**config.mk**
```make
export PLATFORM = sky130hd
export DESIGN_NAME = id_ctrl_stage
export DESIGN_NICKNAME = d
export VERILOG_FILES = /design/src/rtl/id_ctrl_stage.sv
export SDC_FILE = /design/constraint.sdc
export NUM_CORES = 1
export LEC_CHECK = 0
export CORE_MARGIN = 4
export CORE_UTILIZATION = 43
export CTS_BUF_LIST = sky130_fd_sc_hd__clkbuf_8
export DETAILED_ROUTE_END_ITERATION = 10
export GPL_TIMING_DRIVEN = 0
export PLACE_DENSITY_LB_ADDON = 0.12
export SETUP_SLACK_MARGIN = 0.05
export SLEW_MARGIN = 30
export SYNTH_ARGS = -nofsm -noshare
export SYNTH_HDL_FRONTEND = slang
export SYNTH_SLANG_ARGS = --single-unit
```
**constraint.sdc**
```tcl
create_clock -name clk -period 2.3 [get_ports clk]
set_clock_uncertainty 0.15 [all_clocks]
set_input_delay 0.46 -clock clk [delete_from_list [all_inputs] [get_ports clk]]
set_output_delay 0.46 -clock clk [all_outputs]
set_load 0.05 [all_outputs]
```
**src/rtl/id_ctrl_stage.sv**
```systemverilog
// id_ctrl_stage
// Registered instruction-decode control stage. Decodes the RISC-V opcode into
// datapath control strobes and holds them, with the rd/rs1/rs2 fields, in a
// one-entry ID/EX register guarded by a valid/ready handshake. Detects
// load-use hazards (one bubble), supports a synchronous flush, optionally
// decodes LUI/AUIPC, flags illegal opcodes and counts stall cycles.
//
// Parameters:
//   ENABLE_UPPER  1 decodes LUI/AUIPC, 0 reports them as illegal
//   CNT_W         width of the saturating stall counter
// Ports:
//   clk, rst_n            clock, asynchronous active-low reset
//   in_valid, in_ready    upstream handshake (in_ready is combinational)
//   instr                 instruction word from the IF/ID register
//   flush                 kills the held entry and the incoming instruction
//   out_valid, out_ready  downstream handshake with the execute stage
//   alu_src .. alu_op     registered control strobes for the held entry
//   rd, rs1, rs2          registered register-address fields
//   illegal               held entry had an unrecognised opcode
//   stall_count           saturating count of load-use hazard cycles
module id_ctrl_stage #(
    parameter bit ENABLE_UPPER = 1'b1,
    parameter int CNT_W        = 16
) (
    input  logic             clk,
    input  logic             rst_n,
    input  logic             in_valid,
    output logic             in_ready,
    input  logic [31:0]      instr,
    input  logic             flush,
    output logic             out_valid,
    input  logic             out_ready,
    output logic             alu_src,
    output logic             alu_a_pc,
    output logic [1:0]       result_src,
    output logic             reg_write,
    output logic             mem_read,
    output logic             mem_write,
    output logic             branch,
    output logic             jump,
    output logic [1:0]       alu_op,
    output logic [4:0]       rd,
    output logic [4:0]       rs1,
    output logic [4:0]       rs2,
    output logic             illegal,
    output logic [CNT_W-1:0] stall_count
);

    typedef enum logic [6:0] {
        OP_RTYPE  = 7'b0110011,
        OP_LOAD   = 7'b0000011,
        OP_STORE  = 7'b0100011,
        OP_BRANCH = 7'b1100011,
        OP_IALU   = 7'b0010011,
        OP_JALR   = 7'b1100111,
        OP_JAL    = 7'b1101111,
        OP_LUI    = 7'b0110111,
        OP_AUIPC  = 7'b0010111
    } opcode_e;

    typedef struct packed {
        logic       alu_src;
        logic       alu_a_pc;
        logic [1:0] result_src;
        logic       reg_write;
        logic       mem_read;
        logic       mem_write;
        logic       branch;
        logic       jump;
        logic [1:0] alu_op;
        logic       illegal;
    } ctrl_t;

    ctrl_t      dec;
    logic       uses_rs1;
    logic       uses_rs2;
    logic [4:0] rd_in;
    logic [4:0] rs1_in;
    logic [4:0] rs2_in;
    logic       hazard;
    logic       accept;

    ctrl_t      ctrl_q;
    logic [4:0] rd_q;
    logic [4:0] rs1_q;
    logic [4:0] rs2_q;

    // funct3/funct7 are decoded by the execute stage, not here.
    logic unused_funct;
    assign unused_funct = ^{instr[31:25], instr[14:12]};

    assign rd_in  = instr[11:7];
    assign rs1_in = instr[19:15];
    assign rs2_in = instr[24:20];

    // Opcode decode. Unknown opcodes fall through to all-zero controls with
    // illegal set, so no X ever reaches the register.
    always_comb begin
        // NOTE: every output of this block gets a default first; any path that
        // left one unassigned would infer a latch.
        dec         = '0;
        dec.illegal = 1'b0;
        uses_rs1    = 1'b0;
        uses_rs2    = 1'b0;
        case (instr[6:0])
            OP_RTYPE: begin
                dec.reg_write = 1'b1;
                dec.alu_op    = 2'b10;
                uses_rs1      = 1'b1;
                uses_rs2      = 1'b1;
            end
            OP_LOAD: begin
                dec.alu_src    = 1'b1;
                dec.result_src = 2'b01;
                dec.reg_write  = 1'b1;
                dec.mem_read   = 1'b1;
                uses_rs1       = 1'b1;
            end
            OP_STORE: begin
                dec.alu_src   = 1'b1;
                dec.mem_write = 1'b1;
                uses_rs1      = 1'b1;
                uses_rs2      = 1'b1;
            end
            OP_BRANCH: begin
                dec.branch = 1'b1;
                dec.alu_op = 2'b01;
                uses_rs1   = 1'b1;
                uses_rs2   = 1'b1;
            end
            OP_IALU: begin
                dec.alu_src   = 1'b1;
                dec.reg_write = 1'b1;
                dec.alu_op    = 2'b11;
                uses_rs1      = 1'b1;
            end
            OP_JALR: begin
                dec.alu_src    = 1'b1;
                dec.result_src = 2'b10;
                dec.reg_write  = 1'b1;
                dec.jump       = 1'b1;
                uses_rs1       = 1'b1;
            end
            OP_JAL: begin
                dec.alu_src    = 1'b1;
                dec.alu_a_pc   = 1'b1;
                dec.result_src = 2'b10;
                dec.reg_write  = 1'b1;
                dec.jump       = 1'b1;
            end
            OP_LUI: begin
                if (ENABLE_UPPER) begin
                    dec.alu_src    = 1'b1;
                    dec.result_src = 2'b11;
                    dec.reg_write  = 1'b1;
                end else begin
                    dec.illegal = 1'b1;
                end
            end
            OP_AUIPC: begin
                if (ENABLE_UPPER) begin
                    dec.alu_src   = 1'b1;
                    dec.alu_a_pc  = 1'b1;
                    dec.reg_write = 1'b1;
                end else begin
                    dec.illegal = 1'b1;
                end
            end
            default: dec.illegal = 1'b1;
        endcase
    end

    // A held load whose destination feeds the presented instruction cannot
    // forward in time; hold the consumer back for one cycle. Writes to x0
    // never create a dependency.
    assign hazard = out_valid & ctrl_q.mem_read & (rd_q != 5'd0) & in_valid &
                    ((uses_rs1 & (rs1_in == rd_q)) | (uses_rs2 & (rs2_in == rd_q)));

    assign in_ready = ~flush & ~hazard & (~out_valid | out_ready);
    assign accept   = in_valid & in_ready;

    // NOTE: the whole ID/EX register is reset, not just out_valid, because
    // downstream expects all-zero controls whenever the entry is empty.
    always_ff @(posedge clk or negedge rst_n) begin
        if (!rst_n) begin
            out_valid <= 1'b0;
            ctrl_q    <= '0;
            rd_q      <= '0;
            rs1_q     <= '0;
            rs2_q     <= '0;
        end else if (flush) begin
            // NOTE: state updates use non-blocking assignments so every
            // register samples pre-edge values regardless of statement order.
            out_valid <= 1'b0;
            ctrl_q    <= '0;
            rd_q      <= '0;
            rs1_q     <= '0;
            rs2_q     <= '0;
        end else if (accept) begin
            out_valid <= 1'b1;
            ctrl_q    <= dec;
            rd_q      <= rd_in;
            rs1_q     <= rs1_in;
            rs2_q     <= rs2_in;
        end else if (out_valid && out_ready) begin
            // Consumed with nothing behind it: leave a clean zero bubble.
            out_valid <= 1'b0;
            ctrl_q    <= '0;
            rd_q      <= '0;
            rs1_q     <= '0;
            rs2_q     <= '0;
        end
    end

    // Flush overrides a hazard, so that cycle is not counted as a stall.
    always_ff @(posedge clk or negedge rst_n) begin
        if (!rst_n) begin
            stall_count <= '0;
        end else if (hazard && !flush && (stall_count != {CNT_W{1'b1}})) begin
            stall_count <= stall_count + CNT_W'(1);
        end
    end

    assign alu_src    = ctrl_q.alu_src;
    assign alu_a_pc   = ctrl_q.alu_a_pc;
    assign result_src = ctrl_q.result_src;
    assign reg_write  = ctrl_q.reg_write;
    assign mem_read   = ctrl_q.mem_read;
    assign mem_write  = ctrl_q.mem_write;
    assign branch     = ctrl_q.branch;
    assign jump       = ctrl_q.jump;
    assign alu_op     = ctrl_q.alu_op;
    assign illegal    = ctrl_q.illegal;
    assign rd         = rd_q;
    assign rs1        = rs1_q;
    assign rs2        = rs2_q;

endmodule

```
==> qor.csv <==
stage;metric;value;unit
run_status;status;finished with violations;
run_status;violations;negative hold slack, negative setup slack;
detailed_routing;drtIter0Drc;151;
synthesis;synth_cells;241;
critical_path;crit_start;instr[5];
timing;setup_tns;-7.56;ns
timing;drv_slew;0;
hold_path;hold_class;in -> async;
synthesis;synth_top_area_share;45.7;%
clock_tree;h-tree-depth;2;
timing;fin_crit;2.68;ns
critical_path;crit_arrival;2.07;ns
synthesis;synth_area_per_cell;10.0;um2
clock_tree;worstSkewPairLatency;0.30;ns
critical_path;cp_max_fo;3;
global_routing;grt_pass1_vias;2243;
floorplan;die_x;82.9;um
power;p_leak;1.72;nW
detailed_routing;vias;2247;
clock_tree;clkTransAtPathRegs;0.09;ns
clock_tree;clock_sinks;44;
timing;tightest_slew;0.560;ns
critical_path;end_kind;primary output;
synthesis;yosysSeqAreaShare;45.7;%
synthesis;synth.yosys.warnings;0;
global_routing;antenna_found_initial;0;
finish;area_growth;54.6;%
timing;setup_viol;41;
place;dpl.hpwl;4340;um
job;cap_violations;0;
timing;period_share;117;%
critical_path;critPathKind;in -> out;
detailed_routing;drc;0;
global_routing;grt_max_degree;45;
finish;fin_area;3730;um2
place;numPortBuffers;69;
detailed_routing;ant_nets;0;
finish;layout.nets;376;
detailed_routing;first_pass_iters;4;
clock_tree;cts-root-buf;clkbuf_8;
floorplan;die_h;82.9;um
clock_tree;clk_path_buf_depth;2;
synthesis;dominantRegCellSynth;dfrtp_1;
synthesis;async_reset_ff_share;100;%
global_routing;grt_pass1_wl;11000;um
clock_tree;cts_made_buffers;5;
critical_path;worstSetupStartpointType;primary input;
floorplan;design.core.area;5270;um2
synthesis;ys_types;47;
synthesis;synth-seq-cells;44;
power;peakVddDrop;0.000235;V
power;p_per_area;501;nW/um2
critical_path;required;1.69;ns
place;placed_cell_area;3210;um2
synthesis;yosysMostFrequentCell;dfrtp_1;
synthesis;synth-edff-count;0;
clock_tree;cts_tree;yes;
critical_path;reg2reg_from;rd[0];
finish;utilization;70.7;%
timing;clock.fmax;372;MHz
synthesis;yosys-top-cells-count;dfrtp_1, nand2_1, a21oi_1;
floorplan;io_pins;82;
detailed_routing;wl_per_cell;16.6;um
detailed_routing;drt_wl_total;6790;um
critical_path;rr_worst_depth;8;
timing;finalHoldViolCount;6;
synthesis;syn-num-nets;279;
timing;fin_hold_ws;-0.00324;ns
global_routing;grtUsageTotal;19.5;%
floorplan;initial_core_util;45.7;%
global_routing;grt_overflow;0;
timing;worst_slack;-0.385;ns
synthesis;netlist_top_cells_area;dfrtp_1, nand2_1, xnor2_1;
finish;diodes;0;
synthesis;yosysTopAreaCell;dfrtp_1;
finish;layout-drive-gt1-share;25.1;%
timing;max_slew_margin;62.7;%
detailed_routing;viasPerCell;5.49;
floorplan;die_area;6870;um2
floorplan;num_rows;26;
timing;rsz0062_at_grt;yes;
place;gp_congestion;0.844;
synthesis;syn_area;2410;um2
[state kept, by name (all words and copies together), names as in the netlist, 2 cells and up]
register	cells
rd	5
alu_op	2
rs1	5
stall_count	16
result_src	2
rs2	5
[timing repair]
item                                    CTS  global route
pin swaps                                25            10
hold buffers                              0             0
endpoints found under the setup margin   46            47
resized for setup                        49            17
buffers inserted                         12             6
cloned                                    4             0
[worst paths after layout]
path,end,slack [ns]
max reg2reg,stall_count[1],-0.28
max,in_ready,-0.38
min in group clk,rs1[1],0.33
min reg2reg,stall_count[13],0.35
min,rd[3],-0.003
max in group asynchronous,rd[4],1.59
[layout by cell type (no fill, tap or decap), drive strengths merged, types with 2 or more instances in the layout]
cell and count:
a211oi 2, nor3 5, xnor2 14, clkbuf 17, nand2b 3, o22ai 9
nor2b 4, a21o 16, and3 7, nand2 35, o2111ai 3, nand3 12
clkdlybuf4s50 51, mux2i 3, xor2 11, dfrtp 44, nor4 2, dlymetal6s2s 5
dlygate4sd2 9, nor2 8, and4 2, buf 30, nand4 9, a21oi 21
and2 3
[where the power goes]
part / internal [mW] / leakage (nW) / switching, mW / total [mW]
clock network: 0.383 / 0.0645 / 0.270 / 0.653
logic: 0.158 / 1.06 / 0.237 / 0.395
registers: 0.796 / 0.595 / 0.0213 / 0.817
total: 1.34 / 1.72 / 0.528 / 1.86
[critical path: stages]
cell,delay [ns]
clkdlybuf4s50_1,0.55
nand2b_1,0.15
a21oi_2,0.21
nand3_2,0.13
a21o_4,0.26
nand2_4,0.07
clkinvlp_4,0.08
buf_8,0.15
[routing by layer]
layer  global-route usage, %  share of wire, %  vias to the layer above
met5                       0                 0                        -
met4                    7.28               3.3                        0
met3                    4.55               6.4                       25
met2                    32.2                49                       84
met1                    24.6                41                     1091
li1                        -                 -                     1047
[cell type report]
type / count / area (um2)
Tap cell: 70 / 87.6
Clock buffer: 7 / 96.3
Multi-Input combinational cell: 180 / 1360
Sequential cell: 44 / 1110
Clock inverter: 1 / 30.0
Fill cell: 414 / 1540
Timing Repair Buffer: 90 / 902
Buffer: 15 / 128
Inverter: 2 / 11.3
[metrics by stage]
stage / total power, mW / hold slack (ns) / setup WS, ns / cells
after CTS: 1.86 / 0.0139 / -0.309 / 404
after global routing: 1.94 / 0.0328 / -0.388 / 409
final: 1.86 / -0.00324 / -0.385 / 409
after floorplan: 1.02 / 0.0144 / -0.0637 / 241
after detailed placement: 1.17 / 0.342 / -1.20 / 380
after global placement: 1.17 / 0.332 / -1.20 / 380
[cell families (layout without fill, tap and decap cells)]
family | after synthesis | in the layout | synth area share, %
AOI/OAI and AO/OA | 56 | 56 | 16.1
xor gates and xnor gates | 25 | 25 | 9.40
adders and majority gates | 1 | 1 | 0.519
buffers and inverters | 17 | 115 | 4.67
DFF | 44 | 44 | 45.7
muxes | 4 | 4 | 1.71
and+or+nand+nor | 94 | 94 | 21.9
No activity file was read; power rests on OpenSTA's default activity.
